--- src/rtl/calc_ctrl_pkg.sv ---
`default_nettype none
// ============================================================================
//  Module      : calc_ctrl_pkg
//  Description : Shared calculator definitions: key class encodings, the
//                key-entry controller state encoding and a key decode helper.
//  Revision    : 1.0 - initial release
// ============================================================================
package calc_ctrl_pkg;

    // Key class encodings carried on key_type
    localparam logic [1:0] KEY_OPND = 2'b00;
    localparam logic [1:0] KEY_ADD  = 2'b01;
    localparam logic [1:0] KEY_SUB  = 2'b10;
    localparam logic [1:0] KEY_EQ   = 2'b11;

    // Key-entry controller states (explicit 3-bit encoding)
    typedef enum logic [2:0] {
        S_A   = 3'd0,   // waiting for operand A
        S_OP  = 3'd1,   // A held, waiting for operator
        S_B   = 3'd2,   // A and operator held, waiting for operand B
        S_EQ  = 3'd3,   // A, operator and B held
        S_RES = 3'd4    // result held in A
    } state_t;

    // True for the two arithmetic operator keys
    function automatic logic is_operator(input logic [1:0] kt);
        return (kt == KEY_ADD) || (kt == KEY_SUB);
    endfunction

endpackage : calc_ctrl_pkg
`default_nettype wire

--- src/rtl/add_sub.sv ---
`default_nettype none
// ============================================================================
//  Module      : full_adder / add_sub
//  Description : One-bit full adder and an n-bit ripple adder/subtractor
//                built from it. ctr=0 adds, ctr=1 subtracts (a + ~b + 1).
//  Ports (add_sub):
//    a, b   in  n  operands
//    ctr    in  1  0 add, 1 subtract
//    s      out n  sum / difference modulo 2^n
//    cout   out 1  carry out (for subtract: 1 = no borrow)
//  Revision    : 1.0 - initial release
// ============================================================================
module full_adder (
    input  logic x,
    input  logic y,
    input  logic cin,
    output logic s,
    output logic cout
);
    assign s    = x ^ y ^ cin;
    assign cout = (x & y) | (cin & (x ^ y));
endmodule : full_adder

module add_sub #(
    parameter int n = 4
) (
    input  logic [n-1:0] a,
    input  logic [n-1:0] b,
    input  logic         ctr,
    output logic [n-1:0] s,
    output logic         cout
);
    // Subtraction is addition of the inverted operand with carry-in set
    logic [n-1:0] w_bx;
    logic [n:0]   w_c;

    assign w_bx   = b ^ {n{ctr}};
    assign w_c[0] = ctr;

    generate
        for (genvar gi = 0; gi < n; gi++) begin : g_bit
            full_adder u_fa (
                .x    (a[gi]),
                .y    (w_bx[gi]),
                .cin  (w_c[gi]),
                .s    (s[gi]),
                .cout (w_c[gi+1])
            );
        end
    endgenerate

    assign cout = w_c[n];
endmodule : add_sub
`default_nettype wire

--- src/rtl/calc_ctrl.sv ---
`default_nettype none
// ============================================================================
//  Module      : calc_ctrl
//  Description : Sequential key-entry controller for the calculator. Collects
//                operand / operator / equals keys, holds A, B and the pending
//                operation, drives add_sub and registers result and flags.
//  Ports:
//    clk           in   1  rising-edge clock
//    rst_n         in   1  asynchronous active-low reset
//    key_valid     in   1  key strobe, one key per cycle when high
//    key_type      in   2  00 operand, 01 add, 10 subtract, 11 equals
//    key_data      in   N  operand value (key_type=00 only)
//    disp          out  N  last entered operand or last result
//    result_valid  out  1  one-cycle pulse: new result on disp
//    cout          out  1  carry of last computation (sub: 1 = no borrow)
//    ovf           out  1  signed overflow of last computation
//    err           out  1  one-cycle pulse: key illegal here, ignored
//  Revision    : 1.0 - initial release
// ============================================================================
module calc_ctrl
    import calc_ctrl_pkg::*;
#(
    parameter int N = 4
) (
    input  logic         clk,
    input  logic         rst_n,
    input  logic         key_valid,
    input  logic [1:0]   key_type,
    input  logic [N-1:0] key_data,
    output logic [N-1:0] disp,
    output logic         result_valid,
    output logic         cout,
    output logic         ovf,
    output logic         err
);

    state_t       r_state;
    logic [N-1:0] r_a;
    logic [N-1:0] r_b;
    logic         r_sub;
    logic [N-1:0] r_disp;
    logic         r_result_valid;
    logic         r_cout;
    logic         r_ovf;
    logic         r_err;

    logic [N-1:0] w_s;
    logic         w_cout;
    logic [N-1:0] w_bx;
    logic         w_ovf;
    logic         w_opnd;
    logic         w_eq;
    logic         w_oper;
    logic         w_new_sub;

    // The adder always sees the held operands; its outputs only matter on a
    // compute event, when they are captured below.
    add_sub #(
        .n (N)
    ) u_add_sub (
        .a    (r_a),
        .b    (r_b),
        .ctr  (r_sub),
        .s    (w_s),
        .cout (w_cout)
    );

    // Overflow: effective operands share a sign that the result does not
    assign w_bx  = r_b ^ {N{r_sub}};
    assign w_ovf = (r_a[N-1] == w_bx[N-1]) && (w_s[N-1] != r_a[N-1]);

    assign w_opnd    = (key_type == KEY_OPND);
    assign w_eq      = (key_type == KEY_EQ);
    assign w_oper    = is_operator(key_type);
    assign w_new_sub = (key_type == KEY_SUB);

    always_ff @(posedge clk or negedge rst_n) begin
        if (!rst_n) begin
            r_state        <= S_A;
            r_a            <= '0;
            r_b            <= '0;
            r_sub          <= 1'b0;
            r_disp         <= '0;
            r_result_valid <= 1'b0;
            r_cout         <= 1'b0;
            r_ovf          <= 1'b0;
            r_err          <= 1'b0;
        end else begin
            // Pulses are cleared every cycle and re-armed only by a key
            r_result_valid <= 1'b0;
            r_err          <= 1'b0;

            if (key_valid) begin
                case (r_state)
                    S_A: begin
                        if (w_opnd) begin
                            r_a     <= key_data;
                            r_disp  <= key_data;
                            r_state <= S_OP;
                        end else begin
                            r_err <= 1'b1;
                        end
                    end

                    S_OP: begin
                        if (w_opnd) begin
                            r_a    <= key_data;
                            r_disp <= key_data;
                        end else if (w_oper) begin
                            r_sub   <= w_new_sub;
                            r_state <= S_B;
                        end else begin
                            r_err <= 1'b1;
                        end
                    end

                    S_B: begin
                        if (w_opnd) begin
                            r_b     <= key_data;
                            r_disp  <= key_data;
                            r_state <= S_EQ;
                        end else if (w_oper) begin
                            r_sub <= w_new_sub;
                        end else begin
                            r_err <= 1'b1;
                        end
                    end

                    S_EQ: begin
                        if (w_opnd) begin
                            r_b    <= key_data;
                            r_disp <= key_data;
                        end else begin
                            // Equals or chained operator: compute with the
                            // operation already held in r_sub.
                            r_a            <= w_s;
                            r_disp         <= w_s;
                            r_cout         <= w_cout;
                            r_ovf          <= w_ovf;
                            r_result_valid <= 1'b1;
                            if (w_eq) begin
                                r_state <= S_RES;
                            end else begin
                                r_sub   <= w_new_sub;
                                r_state <= S_B;
                            end
                        end
                    end

                    S_RES: begin
                        if (w_opnd) begin
                            // Fresh start; flags keep the last result's values
                            r_a     <= key_data;
                            r_disp  <= key_data;
                            r_state <= S_OP;
                        end else if (w_oper) begin
                            r_sub   <= w_new_sub;
                            r_state <= S_B;
                        end else begin
                            // Repeat-equals: same B, same operation
                            r_a            <= w_s;
                            r_disp         <= w_s;
                            r_cout         <= w_cout;
                            r_ovf          <= w_ovf;
                            r_result_valid <= 1'b1;
                        end
                    end

                    default: begin
                        r_state <= S_A;
                    end
                endcase
            end
        end
    end

    assign disp         = r_disp;
    assign result_valid = r_result_valid;
    assign cout         = r_cout;
    assign ovf          = r_ovf;
    assign err          = r_err;

endmodule : calc_ctrl
`default_nettype wire

--- config.mk ---
export PLATFORM = sky130hd
export DESIGN_NAME = calc_ctrl
export DESIGN_NICKNAME = d
export VERILOG_FILES = /design/src/rtl/calc_ctrl_pkg.sv /design/src/rtl/add_sub.sv /design/src/rtl/calc_ctrl.sv
export SDC_FILE = /design/constraint.sdc
export NUM_CORES = 1
export LEC_CHECK = 0
export CAP_MARGIN = 20
export CORE_MARGIN = 1
export CORE_UTILIZATION = 45
export DETAILED_ROUTE_END_ITERATION = 6
export PLACE_DENSITY = 0.67
export SYNTH_ARGS = -nofsm -noshare
export SYNTH_HDL_FRONTEND = slang
export SYNTH_SLANG_ARGS = --single-unit
export TNS_END_PERCENT = 30
--- constraint.sdc ---
create_clock -name clk -period 2.85 [get_ports clk]
set_clock_uncertainty 0.15 [all_clocks]
set_input_delay 0.57 -clock clk [delete_from_list [all_inputs] [get_ports clk]]
set_output_delay 0.57 -clock clk [all_outputs]
set_load 0.01 [all_outputs]
==> results of run 1 <==
==> per-stage QoR <==
| step | std cells | power (µW) | area (µm²) | utilization [%] | worst slack (ns) |
|---|---|---|---|---|---|
| 2_1_floorplan | 129 | 1090 | 1350 | - | 0.318 |
| 3_3_place_gp | 172 | 1320 | 1530 | 54.4 | 0.189 |
| 3_5_place_dp | 172 | 1350 | 1530 | 54.4 | 0.142 |
| 4_1_cts | 176 | 1520 | 1560 | 55.7 | 0.129 |
| 5_1_grt | 176 | 1640 | 1560 | 55.8 | 0.0108 |
| 6_report | 176 | 1510 | 1560 | 55.8 | 0.177 |
==> cells by family (layout without fill, tap and decap cells) <==
family	after synthesis	in the layout	share of synthesized area, %
flip-flops	20	20	37.1
buffers and inverters	14	30	5.56
adder cells (fa/ha/maj)	7	7	8.16
AO/OA/AOI/OAI	35	35	18.8
multiplexers	11	11	8.71
AND/OR/NAND/NOR	34	34	16.5
XOR/XNOR	8	8	5.19
==> routing by layer <==
metal  track usage (%)  routed length (µm)  vias to the layer above
li1                  -                   -                      499
met1              25.6                1260                      464
met2              28.4                1150                       19
met3              2.07                  71                        4
met4              8.36                  42                        0
met5                 0                   0                        -
==> layout by cell type, fill, tap and decap left out, types with 2 or more instances in the layout <==
master and instances:
buf_4 4, ha_1 4, mux2i_1 5, nand2_1 8, nor2_2 2, fa_1 3
o21ai_1 6, a21oi_1 5, xor2_1 4, clkdlybuf4s50_1 16, clkbuf_4 3, dfrtp_1 19
mux2_2 4, nor2_1 8, nor3b_1 2, a31oi_1 3, nand3_1 2, o21ai_0 5
inv_1 5, mux2_1 2, a21o_1 2, o31ai_1 3, xnor2_1 4, nor3_1 2
==> synth_stat cells (all sizes together), types with 2 or more instances <==
master and n:
nor3 2, nor3b 2, o31ai 4, inv 6
buf 7, o21ai 12, a21oi 6, a31oi 3
nand2 9, mux2i 5, nor2 10, xnor2 4
a21o 2, a211oi 2, mux2 6, nand3 2
dfrtp 20, ha 4, fa 3, xor2 4
==> state kept, by name, summed over array words and instances (netlist names) <==
register	cells
disp	4
r_a	4
r_b	4
r_state	3
cout	1
err	1
ovf	1
r_sub	1
result_valid	1
==> power by group <==
group          internal [µW]  total, µW  switching, µW
registers                399        533            134
clock network           78.0        172           94.0
logic                    426        805            379
==> area by class of cell <==
cell class / count / area, µm² / share of cell area (%)
multi-input combinational: 95 / 774 / 49.5
clock buffer: 4 / 36.3 / 2.32
tap: 31 / 38.8 / 2.48
timing repair buffer: 20 / 190 / 12.2
sequential: 20 / 502 / 32.1
inverter: 6 / 22.5 / 1.44
==> worst max-delay path by stage <==
stage	endpoint	slack (ns)	depth (start not counted)
floorplan	r_a[3]	0.32	9
global placement	cout	0.19	6
detailed placement	cout	0.14	6
CTS	r_a[3]	0.13	9
global route	r_a[3]	0.01	9
finish	r_a[3]	0.18	9
==> worst max-delay path: cells and delay by family (launching register included) <==
family	cells	cell delay, ns
adder cells (fa/ha/maj)	3	1.16
AO/OA/AOI/OAI	3	0.48
flip-flops	1	0.44
multiplexers	1	0.24
buffers and inverters	1	0.05
AND/OR/NAND/NOR	1	0.05
==> impl_results.md, run 1 <==
* Finish-stage setup viols at 0
* Max VDD drop at 0.649 mV
* Worst Hold Depth at 2
* RR Startpoint: r_b[0]
* Largest area contributor in the netlist: dfrtp_1
* Actual slew at the worst max-slew pin at 0.698 ns
* Top cells by area, synth: dfrtp_1 37%, fa_1 4.4%, ha_1 3.7%
* CTS Root Cell: clkbuf_4
* GRT Util Overall at 18.3%
* Critical-path cell list: mux2i_1 > fa_1 > inv_1 > fa_1 > fa_1 > nor3b_1 > o21ai_0 > o221ai_1 > o21ai_0
* Post-CTS Setup Bufs at 0
* TritonRoute pass-1 iters at 4
* Leak Pwr at 0.000657 µW
* Final Max Slew Viols at 0
* Std-Cell Rows at 19
* Synth Instances at 129
* Routed WL per cell at 14.3 µm
* Synth Net Count at 145
* Synth warnings at 0
* I/O pin cnt at 17
* CTS tree: built
* Mean Syn Cell Area at 10.5 µm²
* DRC viols at 0
* Reg2Reg Setup Slack at 0.18 ns
* Kind of critical path: register to register
* Hold path start: disp[0]
* GRT overflow at 0
* Worst hold margin at 0.344 ns
* CTS Hold Buffers Added at 0
* GP Congestion at 0.780
* Reg clk slew, reported paths at 0.12 ns
* Die Y at 56.8 µm
* Reg-to-Reg End: r_a[3]
* Fin. Hold Viols at 0
* N_diodes at 0
* Status: finished clean
* RSZ-0062 raised after global routing: false
* #FFs+latches synth at 20
* Worst-Skew Late Latency at 0.31 ns
* Largest net degree at the start of global routing at 21
* ANT nets after route at 0
* Top fanout value on the critical path at 5
* Die Wd at 56.8 µm
* Critical Path Slowest Stage Cell: fa_1
* Core area at 2810 µm²
* Total CTS buffers at 3
* CTS max path bufs at 2
* Slew HR at 53.5%
* Drt initial violations at 17
* Via Count at 986
* Nets at 162
* Vias in the first global route at 1,003
* Final wirelength at 2530 µm
* Tcrit/Tclk final at 93.8%
* Post-synth ARST share at 100%
* Setup TNS at 0 ns
* FF-to-FF path depth at 9
* Beginning of the critical path: r_b[0]
* DR vias/cell at 5.60
* Layout cell share with drive strength beyond 1 at 17.2%
* Synth Flop Type: dfrtp_1
* Clk sinks at 20
* Initial Util at 48.1%
* CP Capture Type: register
* P per Cell Area at 966 nW/µm²
* Most common cell on crit path: fa_1
* Die area at 3220 µm²
* Fillers at 249
* Startpoint types: register
* Top-area cell type share of the netlist area at 37.1%
* Min Tclk post-route at 2.67 ns
* HP Class: register to register
* First-pass GRT wire length at 4540 µm
* WP data required at 2.92 ns
* Worst stage delay on the critical path at 0.54 ns
* Antenna violations before repair at 0
* H-tree depth at 1
* Synth cell types at 48
* Max-cap violations at 0
* EDFF count, synth at 0
* Post-DP HPWL at 1880 µm
* IO Port Bufs at 16
* CTS resizes at 0
* Worst Hold Path EP: disp[0]
* Fmax at 0.374 GHz
* Register area share after synthesis at 37.1%
* Data arrival, critical path at 2.74 ns
* Post-Syn Area at 1350 µm²
* Area delta synth->final at 15.8%
(Power assumes the default switching activity.)
==> inputs of run 2 (changes only) <==
--- a/config.mk
+++ b/config.mk
@@ -8,6 +8,7 @@
 export CAP_MARGIN = 20
 export CORE_MARGIN = 1
 export CORE_UTILIZATION = 45
+export CTS_BUF_LIST = sky130_fd_sc_hd__clkbuf_2 sky130_fd_sc_hd__clkbuf_4 sky130_fd_sc_hd__clkbuf_8
 export DETAILED_ROUTE_END_ITERATION = 6
 export PLACE_DENSITY = 0.67
 export SYNTH_ARGS = -nofsm -noshare
==> results of run 2 <==
Same layout as run 1: the final DEF is identical, and so are final timing and power.
==> inputs of run 3 (changes only) <==
--- a/config.mk
+++ b/config.mk
@@ -11,6 +11,7 @@
 export CTS_BUF_LIST = sky130_fd_sc_hd__clkbuf_2 sky130_fd_sc_hd__clkbuf_4 sky130_fd_sc_hd__clkbuf_8
 export DETAILED_ROUTE_END_ITERATION = 6
 export PLACE_DENSITY = 0.67
+export SLEW_MARGIN = 10
 export SYNTH_ARGS = -nofsm -noshare
 export SYNTH_HDL_FRONTEND = slang
 export SYNTH_SLANG_ARGS = --single-unit
==> results of run 3 <==
Same layout as run 1: the final DEF is identical, and so are final timing and power.
